## src/rtl/active_list_pkg.sv

```systemverilog
// Shared active-list types and sizing for rename, issue, LSQ and retire.
package active_list_pkg;

  localparam int AL_DEPTH      = 32;
  localparam int AL_ID_WIDTH   = 5;
  localparam int AL_ARCH_WIDTH = 5;
  localparam int AL_PHYS_WIDTH = 6;

  typedef struct packed {
    logic                     uses_rw;
    logic [AL_ARCH_WIDTH-1:0] rw_addr;
    logic [AL_PHYS_WIDTH-1:0] new_phys;
    logic [AL_PHYS_WIDTH-1:0] old_phys;
  } active_list_entry_t;

  // Age compare relative to head: true when id is strictly younger than ref_id.
  function automatic logic is_younger(
    input logic [AL_ID_WIDTH-1:0] id,
    input logic [AL_ID_WIDTH-1:0] ref_id,
    input logic [AL_ID_WIDTH-1:0] head
  );
    logic [AL_ID_WIDTH-1:0] age_id;
    logic [AL_ID_WIDTH-1:0] age_ref;
    age_id  = id - head;
    age_ref = ref_id - head;
    return age_id > age_ref;
  endfunction

endpackage

```

## src/rtl/active_list.sv

```systemverilog
// In-order completion tracker: allocate at tail, mark done by id,
// squash younger on flush, retire oldest done entry each cycle.
module active_list
  import active_list_pkg::*;
#(
  parameter int DEPTH      = AL_DEPTH,
  parameter int ID_WIDTH   = AL_ID_WIDTH,
  parameter int ARCH_WIDTH = AL_ARCH_WIDTH,
  parameter int PHYS_WIDTH = AL_PHYS_WIDTH
) (
  input  logic                  clk,
  input  logic                  rst,
  input  logic                  i_alloc_valid,
  input  logic                  i_alloc_uses_rw,
  input  logic [ARCH_WIDTH-1:0] i_alloc_rw_addr,
  input  logic [PHYS_WIDTH-1:0] i_alloc_new_phys,
  input  logic [PHYS_WIDTH-1:0] i_alloc_old_phys,
  output logic [ID_WIDTH-1:0]   o_alloc_id,
  output logic                  o_alloc_ready,
  input  logic                  i_alu_done_valid,
  input  logic [ID_WIDTH-1:0]   i_alu_done_id,
  input  logic                  i_mem_done_valid,
  input  logic [ID_WIDTH-1:0]   i_mem_done_id,
  input  logic                  i_flush_valid,
  input  logic [ID_WIDTH-1:0]   i_flush_id,
  output logic                  o_retire_valid,
  output logic [ID_WIDTH-1:0]   o_retire_id,
  output logic                  o_retire_uses_rw,
  output logic [ARCH_WIDTH-1:0] o_retire_rw_addr,
  output logic [PHYS_WIDTH-1:0] o_retire_new_phys,
  output logic [PHYS_WIDTH-1:0] o_retire_old_phys,
  output logic                  o_empty,
  output logic [ID_WIDTH:0]     o_count
);

  localparam logic [ID_WIDTH:0] FULL_CNT = (ID_WIDTH+1)'(DEPTH);

  active_list_entry_t      ent_q [DEPTH];
  logic [DEPTH-1:0]        valid_q;
  logic [DEPTH-1:0]        done_q;
  logic [ID_WIDTH-1:0]     head_q;
  logic [ID_WIDTH-1:0]     tail_q;
  logic [ID_WIDTH:0]       cnt_q;

  logic                    alloc_ok;
  logic                    flush_ok;
  logic                    ret;
  logic [DEPTH-1:0]        squash;
  logic [DEPTH-1:0]        done_set;
  logic [ID_WIDTH-1:0]     tail_d;
  logic [ID_WIDTH:0]       cnt_d;
  logic [ID_WIDTH-1:0]     flush_age;
  active_list_entry_t      head_ent;

  assign o_alloc_ready = cnt_q != FULL_CNT;
  assign o_alloc_id    = tail_q;
  assign o_count       = cnt_q;
  assign o_empty       = cnt_q == '0;

  assign alloc_ok = i_alloc_valid & o_alloc_ready & ~i_flush_valid;
  assign flush_ok = i_flush_valid & valid_q[i_flush_id];
  assign ret      = valid_q[head_q] & done_q[head_q];
  assign head_ent = ent_q[head_q];

  assign o_retire_valid    = ret;
  assign o_retire_id       = ret ? head_q : '0;
  assign o_retire_uses_rw  = ret & head_ent.uses_rw;
  assign o_retire_rw_addr  = ret ? head_ent.rw_addr : '0;
  assign o_retire_new_phys = ret ? head_ent.new_phys : '0;
  assign o_retire_old_phys = ret ? head_ent.old_phys : '0;

  always_comb begin
    squash   = '0;
    done_set = '0;
    for (int i = 0; i < DEPTH; i++) begin
      squash[i] = flush_ok &
        is_younger(ID_WIDTH'(i), i_flush_id, head_q);
      done_set[i] = valid_q[i] & ~squash[i] & (
        (i_alu_done_valid & (i_alu_done_id == ID_WIDTH'(i))) |
        (i_mem_done_valid & (i_mem_done_id == ID_WIDTH'(i))));
    end
  end

  // A flush recomputes occupancy from the surviving span head..flush_id.
  always_comb begin
    flush_age = i_flush_id - head_q;
    tail_d    = tail_q;
    cnt_d     = cnt_q;
    unique case (1'b1)
      flush_ok: begin
        tail_d = i_flush_id + 1'b1;
        cnt_d  = {1'b0, flush_age} + 1'b1 - {{ID_WIDTH{1'b0}}, ret};
      end
      default: begin
        if (alloc_ok) tail_d = tail_q + 1'b1;
        cnt_d = cnt_q + {{ID_WIDTH{1'b0}}, alloc_ok}
                      - {{ID_WIDTH{1'b0}}, ret};
      end
    endcase
  end

  always_ff @(posedge clk or posedge rst) begin
    if (rst) begin
      valid_q <= '0;
      done_q  <= '0;
      head_q  <= '0;
      tail_q  <= '0;
      cnt_q   <= '0;
    end else begin
      valid_q <= valid_q & ~squash;
      done_q  <= done_q | done_set;
      if (ret) begin
        valid_q[head_q] <= 1'b0;
        head_q          <= head_q + 1'b1;
      end
      if (alloc_ok) begin
        valid_q[tail_q] <= 1'b1;
        done_q[tail_q]  <= 1'b0;
      end
      tail_q <= tail_d;
      cnt_q  <= cnt_d;
    end
  end

  always_ff @(posedge clk) begin
    if (alloc_ok) begin
      ent_q[tail_q].uses_rw  <= i_alloc_uses_rw;
      ent_q[tail_q].rw_addr  <= i_alloc_rw_addr;
      ent_q[tail_q].new_phys <= i_alloc_new_phys;
      ent_q[tail_q].old_phys <= i_alloc_old_phys;
    end
  end

  a_count_bound: assert property (
    @(posedge clk) disable iff (rst) cnt_q <= FULL_CNT);
  a_no_alloc_full: assert property (
    @(posedge clk) disable iff (rst) !(alloc_ok && !o_alloc_ready));
  a_flush_valid: assert property (
    @(posedge clk) disable iff (rst)
    i_flush_valid |-> valid_q[i_flush_id]);
  a_alu_done_valid: assert property (
    @(posedge clk) disable iff (rst)
    (i_alu_done_valid && !i_flush_valid) |-> valid_q[i_alu_done_id])
    else $warning("alu completion to invalid entry");
  a_mem_done_valid: assert property (
    @(posedge clk) disable iff (rst)
    (i_mem_done_valid && !i_flush_valid) |-> valid_q[i_mem_done_id])
    else $warning("mem completion to invalid entry");

endmodule
```

## config.mk

```make
export PLATFORM = sky130hd
export DESIGN_NAME = active_list
export DESIGN_NICKNAME = d
export VERILOG_FILES = /design/src/rtl/active_list_pkg.sv /design/src/rtl/active_list.sv
export SDC_FILE = /design/constraint.sdc
export NUM_CORES = 1
export LEC_CHECK = 0
export ABC_CLOCK_PERIOD_IN_PS = 6250
export CAP_MARGIN = 20
export CORE_MARGIN = 5
export CORE_UTILIZATION = 35
export CTS_BUF_LIST = sky130_fd_sc_hd__clkbuf_4 sky130_fd_sc_hd__clkbuf_8
export DETAILED_ROUTE_END_ITERATION = 12
export PLACE_DENSITY_LB_ADDON = 0.12
export SLEW_MARGIN = 20
export SYNTH_ARGS = -nofsm -noshare
export SYNTH_HDL_FRONTEND = slang
export SYNTH_SLANG_ARGS = --single-unit
```

## constraint.sdc

```tcl
create_clock -name clk -period 6.25 [get_ports clk]
set_input_delay 0.9375 -clock clk [delete_from_list [all_inputs] [get_ports clk]]
set_output_delay 0.9375 -clock clk [all_outputs]
set_load 0.05 [all_outputs]
```

* Word level (Yosys, flattened, before mapping)
Memories as Yosys holds them, arrays and structs flattened.
Index checks and enable logic that the tools add are counted.
** Word-level totals
- Register bits after elaboration :: 80
- Memory bits (writable) :: 576
- Bits of input ports :: 39
- Output and inout bits :: 37
- Word-level logic and storage cells :: 412
- Memories :: 1
** Memory list
- ent_q :: words 32, bits a word 18, read ports 1, clocked after memory_dff 0, wr ports 1, RTL line active_list.sv:38 : active_list_entry_t ent_q [DEPTH];
** Operators by class
- $add $sub $neg :: 40
- Order comparisons :: 37
- Equal/unequal tests :: 63
- Mux-type cells :: 22
- Bitwise logic cells :: 238
- Reduce and logical (&&, ||, !) cells :: 6
** Operators with widths (number)
- 1-bit AND :: 165
- 5-bit equality test, second input constant :: 32
- 5-bit > comparator :: 32
- 32-bit AND :: 3
- 32-bit two-way mux :: 3
- 32-bit inverter :: 3
- 5-bit by 4-bit equality test with 1-bit output, second input constant :: 16
- 5-bit subtractor, first input constant :: 16
- 32-bit bitwise OR :: 2
- 5-bit by 3-bit equality test with 1-bit output, second input constant :: 8
- 4-bit by 5-bit subtractor with 5-bit output, first input constant :: 8
- 1-bit inverter :: 33
- 1-bit bitwise OR :: 32
- 5-bit by 2-bit equality test with 1-bit output, second input constant :: 4
- 5-bit two-way mux :: 4
- 3-bit by 5-bit subtractor with 5-bit output, first input constant :: 4
- 5-bit by 6-bit < comparator with 1-bit output, second input constant :: 3
- 6-bit two-way mux :: 3
- 5-bit by 1-bit adder with 5-bit output, second input constant :: 3
- 1-bit binary-select mux with 5-bit select :: 3
- 6-bit by 1-bit subtractor with 6-bit output :: 2
- 1-bit demux with 5-bit select :: 2
- 5-bit by 1-bit equality test with 1-bit output, second input constant :: 2
- 5-bit by 1-bit >= comparator with 1-bit output, second input constant :: 2
- 11 further kinds :: 21

* Depth between registers and ports, before layout
Gate-level depths: netlist of run 1.
- Depth in word-level cells :: 10
- Mapped depth :: 20
- Mapped depth without buffers :: 16

* Worst setup path before layout of run 1
Ideal clock, no wire load.
- Path type :: reg-to-reg
- From :: register head_q[2]
- To :: register done_q[11]
- Setup time :: 166 ps
- Arrival time :: 4247 ps
- Data required time :: 6084 ps
- Setup slack :: 1837 ps
- Cell stages (with the launch flop) :: 18
- Path buffers :: 4
- Clock period less this slack :: 4413 ps
- Path through :: dfrtp_1 buf_2 inv_2 buf_1 clkbuf_1 ha_1 buf_2 a21oi_1 nand2_1 xor2_1 inv_1 ha_1 o311ai_0 a32o_1 maj3_1 o21a_1 a21oi_1 nor2_1
** Between the ends
- Word-level cells in the longest chain between the ends :: 9
- Elaborated cells on any way between the ends :: 10
- Classes of those cells :: add/sub (2); order compare (1); mux (1); bitwise (6)
** Ends and longest elaborated chain
- start: declaration :: RTL line active_list.sv:41 : logic [ID_WIDTH-1:0] head_q;
- start signal: assignment :: RTL line active_list.sv:114 : head_q <= head_q + 1'b1;
- 4-bit by 5-bit subtractor with 5-bit output or 5-bit subtractor (tied branches) :: RTL line active_list_pkg.sv:24, active_list_pkg.sv:25
- 5-bit > comparator (*) :: RTL line active_list_pkg.sv:26 : return age_id > age_ref;
- 1-bit AND (*) :: RTL line active_list.sv:76 : squash[i] = flush_ok &
- 1-bit inverter (*) :: RTL line active_list.sv:78 : done_set[i] = valid_q[i] & ~squash[i] & (
- 1-bit AND (*) (2 in a row) :: RTL line active_list.sv:78
- 32-bit bitwise OR (*) :: RTL line active_list.sv:111 : done_q <= done_q | done_set;
- 32-bit AND (no line)
- 32-bit two-way mux (*) :: RTL line active_list.sv:116 : if (alloc_ok) begin
- end signal: assignment :: RTL line active_list.sv:111
- end: declaration :: RTL line active_list.sv:40 : logic [DEPTH-1:0] done_q;
Every way passes the cells marked *; elsewhere a longest branch is shown, timed or not.
A chain may end at the register's enable or synchronous reset.

* Worst setup path in the final report of run 1
- From :: register head_q[1]
- To :: output o_retire_new_phys[5]
** Between the ends
- Word-level cells in the longest chain between the ends :: 4
- Elaborated cells on any way between the ends :: 7
- Classes of those cells :: mux (5); bitwise (1); memory (1)
** Ends and longest elaborated chain
- 1-bit binary-select mux with 5-bit select :: RTL line active_list.sv:62 : assign ret = valid_q[head_q] & done_q[head_q];
- 1-bit two-way mux (not written as such) :: RTL line active_list.sv:62
- 1-bit AND :: RTL line active_list.sv:62
- 6-bit two-way mux (*) :: RTL line active_list.sv:69 : assign o_retire_new_phys = ret ? head_ent.new_phys : '0;
- end: declaration :: RTL line active_list.sv:30 : output logic [PHYS_WIDTH-1:0] o_retire_new_phys,
Every way passes the cells marked *; elsewhere a longest branch is shown, timed or not. The select of a mux whose other input is x is not followed.

==> results of run 1 <==
[cells in the final DEF (no fill, tap or decap), types with 36 or more instances in the layout]
cell             instances
mux4_2                 192
inv_1                   65
edfxtp_1               576
ha_1                    69
nand2_1                132
clkbuf_8               116
xnor2_1                 37
clkdlybuf4s50_1         58
a21oi_1                 64
dfrtp_1                 76
nor2_1                  71
clkbuf_4                36
o21ai_0                 66
buf_4                   59
[power groups by stage]
| stage | Sequential [mW] | Combinational (mW) | Clock, mW |
|---|---|---|---|
| 6_report | 5.41 | 5.73 | 3.95 |
| 5_1_grt | 5.44 | 6.16 | 4.27 |
| 4_1_cts | 5.41 | 5.76 | 4.07 |
| 3_5_place_dp | 5.50 | 5.74 | 0 |
| 3_3_place_gp | 5.51 | 5.76 | 0 |
| 2_1_floorplan | 5.41 | 3.89 | 0 |
[worst min-delay path: cells and delay by family, from the launching register on]
family | cells | cell delay, ns
AOI/OAI and AO/OA | 1 | 0.06
and+or+nand+nor | 1 | 0.05
DFF | 1 | 0.34
[layout make-up]
cell class	instances	area, µm²
diodes	1	2.50
clock buffers	152	1870
clock inverters	48	425
fillers	7614	49500
inverters	71	270
multi-input cells	960	9380
flip-flops and latches	656	19300
well taps	1080	1350
repair buffers	139	1210
[state kept, by name (all words and copies together) (netlist names)]
register    count
ent_q         576
done_q         32
valid_q        32
o_count         6
head_q          5
o_alloc_id      5
[how the worst min path moves through the flow]
stage	start	to	slack [ns]	depth (start not counted)
finish	done_q[16]	done_q[16]	0.49	2
global route	rst	head_q[1]	0.50	2
global placement	done_q[4]	done_q[4]	0.46	2
CTS	rst	head_q[1]	0.47	2
detailed placement	done_q[28]	done_q[28]	0.47	2
floorplan	done_q[10]	done_q[10]	0.44	2
[per-layer routing]
metal | routed length, µm | GRT usage (%)
met5 | 13 | 0
met1 | 38500 | 26.6
met3 | 4520 | 3.06
met2 | 42300 | 31.9
met4 | 2590 | 5.70
[cell families (layout without fill, tap and decap cells)]
| kind of cell | Yosys count | after routing | share of synthesized area, % |
|---|---|---|---|
| mux | 198 | 198 | 15.0 |
| other cells | 0 | 1 | 0 |
| simple gates | 354 | 354 | 5.67 |
| xor+xnor | 48 | 48 | 1.51 |
| fa+ha+maj | 81 | 81 | 3.42 |
| compound gates | 279 | 279 | 6.24 |
| flops | 656 | 656 | 65.8 |
| buf+inv | 169 | 410 | 2.33 |
==> results.py, run 1 <==
metrics = {
    "run_status": {
        "outcome": "finished, final reports clean",
    },
    "synthesis": {
        "yosysTopAreaCell": "edfxtp_1",
        "synth_top_area_share_pct": 59.0,
        "synth.distinct_cells": 74,
        "synth_area_um2": 29300,
        "async_flop_share_pct": 12.2,
        "syn_nets": 1895,
        "synth_most_common_cell": "edfxtp_1",
        "synth_edf_count": 576,
        "yosys_register_bits": 656,
        "ys_seq_area_share_pct": 65.8,
        "syn_inst": 1785,
        "yosysWarnings": 0,
        "syn_avg_cell_area_um2": 16.4,
        "synthTopCellsByArea": "edfxtp_1, mux4_2, dfrtp_1",
        "synthFlopType": "edfxtp_1",
        "synth_common_cells": "edfxtp_1, mux4_2, nand2_1",
    },
    "critical_path": {
        "reg2reg_slack_ns": 1.43,
        "worstPathArrival_ns": 4.72,
        "crit_type": "register to primary output",
        "slowest_stage": "clkdlybuf4s50_1",
        "cp_cell_sequence": "inv_1 -> a21oi_1 -> mux4_2 -> o22ai_2 -> a221oi_4 -> buf_6 -> a21oi_1 -> clkdlybuf4s50_1",
        "crit_required_ns": 5.31,
        "slowest_delay_ns": 0.91,
        "crit_path_frequent_cell": "a21oi_1",
        "critical_path.top_delay_family": "buffers and inverters",
        "cp_num_cells": 8,
        "rr_worst_depth": 12,
        "endpoint_kind": "primary output",
        "startpoint": "head_q[1]",
        "start_kind": "register",
        "cp-endpoint": "o_retire_new_phys[5]",
        "crit_fanout": 18,
        "path_buf_inv": 3,
        "r2r-end": "valid_q[8]",
        "r2r-start": "head_q[0]",
    },
    "pwr": {
        "clockPowerShare_pct": 26.2,
        "leakage_nw": 11.4,
        "power.total_mw": 15.1,
        "p_comb_share_pct": 37.9,
        "ir_drop_mv": 0.251,
        "p_seq_share_pct": 35.9,
        "pwr_density_cell_nw_per_um2": 446,
        "switching_power_mw": 5.52,
        "switching_share_pct": 36.6,
        "p_int_mw": 9.58,
    },
    "sta": {
        "slew_viol_final": 0,
        "tns_ns": 0,
        "fin_ws_ns": 0.591,
        "rsz0062_at_grt": "false",
        "final.setup_skew_ns": 0.0581,
        "setup_violations": 0,
        "relSlewSlack_pct": 27.8,
        "worstMarginPinSlew_ns": 1.08,
        "period_share_pct": 90.5,
        "fin_hold_ws_ns": 0.489,
        "layout_min_cycle_time_ns": 5.66,
        "hold_viol_final": 0,
        "fmax_mhz": 177,
    },
    "placement": {
        "pre_cts_ws_ns": 1.13,
        "dp_hpwl_mm": 54.3,
        "dpl.cell_count": 2905,
        "place.gp.congestion": 0.915,
        "postPlaceCellArea_um2": 31600,
        "portBuffers": 75,
    },
    "die": {
        "die_x_um": 299,
        "die_h_um": 299,
        "die_area_um2": 89600,
        "core.rowCount": 106,
        "fp.coreArea_um2": 83300,
        "start_util_pct": 35.2,
        "ios": 76,
    },
    "clock_tree": {
        "cts_setup_buffers": 0,
        "cts.clk_slew.worst_paths_ns": 0.08,
        "ctsResizeCount": 0,
        "clk_path_buf_depth": 3,
        "htreeDepth": 3,
        "cts_made_buffers": 112,
        "cts_tree": "done",
        "cts_root_buf": "clkbuf_8",
        "cts_hold_buf": 0,
        "cts.sinks": 656,
        "worstSkewPairLatency_ns": 0.76,
    },
    "worst_hold_path": {
        "hold_class": "register to register",
    },
    "grt": {
        "grt_start_max_net_pins": 88,
        "grtUsageTotal_pct": 19.3,
        "grt_pass1_vias": 17900,
        "grt_overflow_total": 0,
        "antenna_found_initial": 2,
        "grt_first_pass_wirelength_mm": 127,
    },
    "drt": {
        "drc_errors": 0,
        "ant_nets": 0,
        "wl_per_cell_um": 28.3,
        "firstDrtPassIters": 5,
        "routed_wl_mm": 88.0,
        "drtIter0Drc": 1421,
        "dr_total_vias": 17400,
        "vias_per_cell": 5.60,
    },
    "finish": {
        "final_area_um2": 33800,
        "fin_util_pct": 40.6,
        "drive_above_1_share_pct": 24.0,
        "nets": 2050,
        "area_growth_pct": 15.4,
        "stdcell_count": 3107,
    },
    "flow_run": {
        "drv_cap": 0,
    },
}
Note: power is estimated with default switching activity, not from simulation.
==> run 2, diff against run 1 <==
Settings changed: CTS_BUF_LIST sky130_fd_sc_hd__clkbuf_4 sky130_fd_sc_hd__clkbuf_8 to sky130_fd_sc_hd__clkbuf_8, RECOVER_POWER set to 25.
==> run 2 against run 1 <==
  * Clock power shrank 5.3%
  * Flip-flop and latch count stayed put
  * First-iteration DRC count increased by 3.2%
  * Via count is 0.19% lower
  * Largest power group unchanged
  * Highest routed layer unchanged
==> results.py, run 2 (synthesis gave the netlist of run 1 again) <==
metrics = {
    "run_status": {
        "outcome": "finished, final reports clean",
    },
    "sta": {
        "setup_violations": 0,
        "final.setup_skew_ns": 0.0553,
        "hold_viol_final": 0,
        "worstMarginPinSlew_ns": 1.37,
        "fmax_mhz": 177,
        "tns_ns": 0,
        "rsz0062_at_grt": "false",
        "slew_viol_final": 0,
        "period_share_pct": 90.5,
        "relSlewSlack_pct": 8.60,
        "layout_min_cycle_time_ns": 5.66,
    },
    "grt": {
        "gr-usage-met1_pct": 26.5,
        "grtUsageTotal_pct": 19.3,
        "met2_usage_pct": 32.0,
        "grt_first_pass_wirelength_mm": 127,
        "busiest_layer": "met2",
        "antenna_found_initial": 2,
        "grt_overflow_total": 0,
        "grt_pass1_vias": 17900,
        "grt_start_max_net_pins": 88,
        "met3_usage_pct": 3.09,
    },
    "pwr": {
        "leakage_nw": 11.4,
        "power.total_mw": 14.9,
        "clockPowerShare_pct": 25.1,
        "ir_drop_mv": 0.249,
        "p_int_mw": 9.36,
        "switching_power_mw": 5.52,
        "p_comb_share_pct": 38.5,
        "switching_share_pct": 37.1,
        "pwr_density_cell_nw_per_um2": 442,
        "p_seq_share_pct": 36.4,
    },
    "finish": {
        "top_register": "ent_q",
        "layout_common_cells": "edfxtp_1, mux4_2, nand2_1",
        "final_common_cell": "edfxtp_1",
        "n_fill_cell": 7628,
        "largest_reg_flops": 576,
        "drive_above_1_share_pct": 21.6,
        "final-seq-area_um2": 19300,
        "final_area_um2": 33700,
        "largestRegisters": "ent_q (576), done_q (32), valid_q (32)",
        "multiInputGateArea_um2": 9380,
        "area_growth_pct": 14.9,
        "fin_util_pct": 40.4,
        "nets": 2050,
    },
    "drt": {
        "routed_wl_mm": 87.9,
        "ant_nets": 0,
        "vias_per_cell": 5.59,
        "firstDrtPassIters": 6,
        "dr_total_vias": 17400,
        "wl_per_cell_um": 28.3,
        "drtIter0Drc": 1467,
        "drc_errors": 0,
    },
    "placement": {
        "portBuffers": 75,
        "place.gp.congestion": 0.915,
        "postPlaceCellArea_um2": 31600,
        "dp_hpwl_mm": 54.3,
    },
    "critical_path": {
        "worstPathArrival_ns": 4.72,
        "start_kind": "register",
        "crit_fanout": 87,
        "endpoint_kind": "primary output",
        "crit_required_ns": 5.31,
        "crit_type": "register to primary output",
    },
    "clock_tree": {
        "cts_tree": "done",
        "cts_root_buf": "clkbuf_8",
        "cts.clk_slew.worst_paths_ns": 0.08,
        "cts.sinks": 656,
        "htreeDepth": 3,
        "cts_made_buffers": 112,
        "worstSkewPairLatency_ns": 0.75,
        "cts_hold_buf": 0,
        "cts_setup_buffers": 0,
        "clk_path_buf_depth": 3,
        "ctsResizeCount": 0,
    },
    "die": {
        "die_x_um": 299,
        "ios": 76,
        "die_area_um2": 89600,
        "fp.coreArea_um2": 83300,
        "start_util_pct": 35.2,
        "die_h_um": 299,
        "core.rowCount": 106,
    },
    "worst_hold_path": {
        "hold_class": "register to register",
    },
    "flow_run": {
        "drv_cap": 0,
    },
}
==> run 2: power by group through the flow <==
stage	Combinational, mW	Clock, mW	Sequential [mW]
2_1_floorplan	3.89	0	5.41
4_1_cts	5.76	3.86	5.41
5_1_grt	6.16	4.05	5.44
3_3_place_gp	5.76	0	5.51
3_5_place_dp	5.74	0	5.50
6_report	5.73	3.74	5.42
==> run 2: final cells by class <==
type | instances | area share, %
Timing Repair Buffer | 139 | 3.56
Tap cell | 1080 | 4.01
Inverter | 71 | 0.803
Clock inverter | 84 | 1.66
Sequential cell | 656 | 57.3
Multi-Input combinational cell | 960 | 27.9
Antenna cell | 1 | 0.00743
Clock buffer | 116 | 4.74
==> run 2: worst paths after layout <==
| check | from | end | slack (ns) | cells after the start |
|---|---|---|---|---|
| worst min-delay path | done_q[16] | done_q[16] | 0.49 | 2 |
| worst max register to register | head_q[0] | valid_q[8] | 1.42 | 12 |
| worst min register to register | done_q[16] | done_q[16] | 0.49 | 2 |
| min in group asynchronous | rst | head_q[1] | 0.86 | 2 |
| worst max-delay path | head_q[1] | o_retire_new_phys[5] | 0.59 | 9 |
| max in group asynchronous | rst | head_q[0] | 3.94 | 3 |
==> run 2: worst max-delay path: stages, from the launching register on <==
cell             delay (ns)
dfrtp_4                0.59
buf_12                 0.47
and3_1                 0.24
a21oi_1                0.04
mux4_2                 0.51
o22ai_2                0.41
a221oi_4               0.13
buf_6                  0.22
a21oi_1                0.45
clkdlybuf4s50_1        0.91
==> run 2: metrics by stage <==
step	setup WS, ns	hold WS (ns)	instances
6_report	0.591	0.488	3107
4_1_cts	0.429	0.473	3105
3_5_place_dp	1.13	0.471	2905
5_1_grt	0.466	0.511	3107
2_1_floorplan	1.84	0.441	1785
3_3_place_gp	1.17	0.465	2904
==> run 2: per-layer routing <==
metal  up-vias  wire length (µm)
met5         -                13
met4         2              2580
met3       160              4430
met2       608             42400
met1      9171             38500
li1       7418                 -
==> run 3, diff against run 2 <==
Settings changed: CORE_ASPECT_RATIO set to 1.4.
==> run 3 against run 2 <==
  * The run now ends with max-capacitance violations, max-slew violations left
  * Utilization is 0.25 points lower
  * First-iteration DRC count is 1.9% higher
  * Flip-flop and latch count stayed put
  * Via count is 0.70% lower
  * Largest power group unchanged
==> results.py, run 3 (synthesis gave the netlist of run 1 again) <==
metrics = {
    "run_status": {
        "outcome": "finished, violations left",
        "violations": "max-capacitance violations, max-slew violations",
    },
    "grt": {
        "grt_first_pass_wirelength_mm": 131,
        "grt_overflow_total": 0,
        "grtUsageTotal_pct": 20.2,
        "grt_start_max_net_pins": 76,
        "antenna_found_initial": 3,
        "grt_pass1_vias": 18000,
    },
    "sta": {
        "setup_violations": 0,
        "fin_hold_ws_ns": 0.474,
        "layout_min_cycle_time_ns": 5.83,
        "tns_ns": 0,
        "relSlewSlack_pct": -21.0,
        "fin_ws_ns": 0.423,
        "slew_viol_final": 36,
        "final.setup_skew_ns": 0.0489,
        "rsz0062_at_grt": "false",
        "worstMarginPinSlew_ns": 1.80,
        "fmax_mhz": 172,
        "period_share_pct": 93.2,
        "hold_viol_final": 0,
    },
    "finish": {
        "stdcell_count": 3090,
        "area_growth_pct": 13.9,
        "nets": 2036,
        "final-seq-area_um2": 19300,
        "multiInputGateArea_um2": 9390,
        "final_area_um2": 33400,
        "drive_above_1_share_pct": 20.5,
        "largestRegisters": "ent_q (576), done_q (32), valid_q (32)",
        "fin_util_pct": 40.2,
        "layout_common_cells": "edfxtp_1, mux4_2, nand2_1",
        "n_fill_cell": 7653,
        "largest_reg_flops": 576,
        "top_register": "ent_q",
        "final_common_cell": "edfxtp_1",
    },
    "die": {
        "die_area_um2": 89700,
        "start_util_pct": 35.3,
        "fp.coreArea_um2": 83000,
        "die_h_um": 352,
        "die_x_um": 255,
        "core.rowCount": 125,
        "ios": 76,
    },
    "clock_tree": {
        "cts_made_buffers": 104,
        "worstSkewPairLatency_ns": 0.72,
        "clk_path_buf_depth": 3,
        "cts_hold_buf": 0,
        "ctsResizeCount": 1,
        "cts.clk_slew.worst_paths_ns": 0.06,
        "cts_tree": "done",
        "cts.sinks": 656,
        "cts_setup_buffers": 0,
        "cts_root_buf": "clkbuf_8",
        "htreeDepth": 3,
    },
    "flow_run": {
        "drv_cap": 1,
    },
    "drt": {
        "firstDrtPassIters": 5,
        "routed_wl_mm": 91.8,
        "drc_errors": 0,
        "vias_per_cell": 5.58,
        "ant_nets": 0,
        "wl_per_cell_um": 29.7,
        "dr_total_vias": 17200,
        "drtIter0Drc": 1495,
    },
    "pwr": {
        "power.total_mw": 14.4,
        "ir_drop_mv": 0.221,
        "leakage_nw": 11.2,
        "pwr_density_cell_nw_per_um2": 430,
    },
    "critical_path": {
        "endpoint_kind": "primary output",
        "crit_fanout": 24,
        "start_kind": "register",
        "crit_required_ns": 5.31,
        "worstPathArrival_ns": 4.89,
        "crit_type": "register to primary output",
    },
    "placement": {
        "place.gp.congestion": 0.914,
        "dpl.cell_count": 2899,
        "postPlaceCellArea_um2": 31500,
        "portBuffers": 75,
        "pre_cts_ws_ns": 0.718,
        "dp_hpwl_mm": 56.2,
    },
    "worst_hold_path": {
        "hold_class": "register to register",
    },
}
[run 3: worst paths after layout]
| path | from | endpoint | slack, ns | depth (start not counted) |
|---|---|---|---|---|
| max in group asynchronous | rst | head_q[0] | 3.60 | 3 |
| max | head_q[2] | o_retire_new_phys[4] | 0.42 | 8 |
| max reg2reg | head_q[2] | done_q[5] | 1.37 | 12 |
| min in group asynchronous | rst | o_count[4] | 1.11 | 2 |
| min | done_q[10] | done_q[10] | 0.47 | 2 |
| min reg2reg | done_q[10] | done_q[10] | 0.47 | 2 |
[run 3: layout make-up]
class,instances,share of cell area (%)
Sequential cell,656,57.9
Multi-Input combinational cell,960,28.2
Clock buffer,105,4.33
Tap cell,1079,4.05
Timing Repair Buffer,133,3.53
Clock inverter,84,1.24
Inverter,71,0.814
Antenna cell,2,0.0150
[run 3: worst max-delay path, cell delays in order, from the launching register on]
cell and delay (ns):
dfrtp_1 0.69, inv_4 0.60, mux4_2 0.66, o22ai_2 0.33, a221oi_4 0.08, buf_6 0.20
buf_4 0.22, a21oi_1 0.42, clkdlybuf4s50_1 0.92
[run 3: per-layer routing]
| metal | global-route usage (%) | vias up | wire length [µm] |
|---|---|---|---|
| met5 | 0 | - | 0 |
| met4 | 8.10 | 0 | 3900 |
| met3 | 2.99 | 157 | 4230 |
| met2 | 35.7 | 551 | 48300 |
| met1 | 24.9 | 9133 | 35400 |
| li1 | - | 7397 | - |
[run 3: power by group]
group	internal, mW	switching, mW	total [mW]	leakage (nW)
combinational	2.35	3.22	5.57	3.86
clock	1.62	1.72	3.33	1.07
sequential	5.08	0.373	5.46	6.24
total	9.05	5.31	14.4	11.2
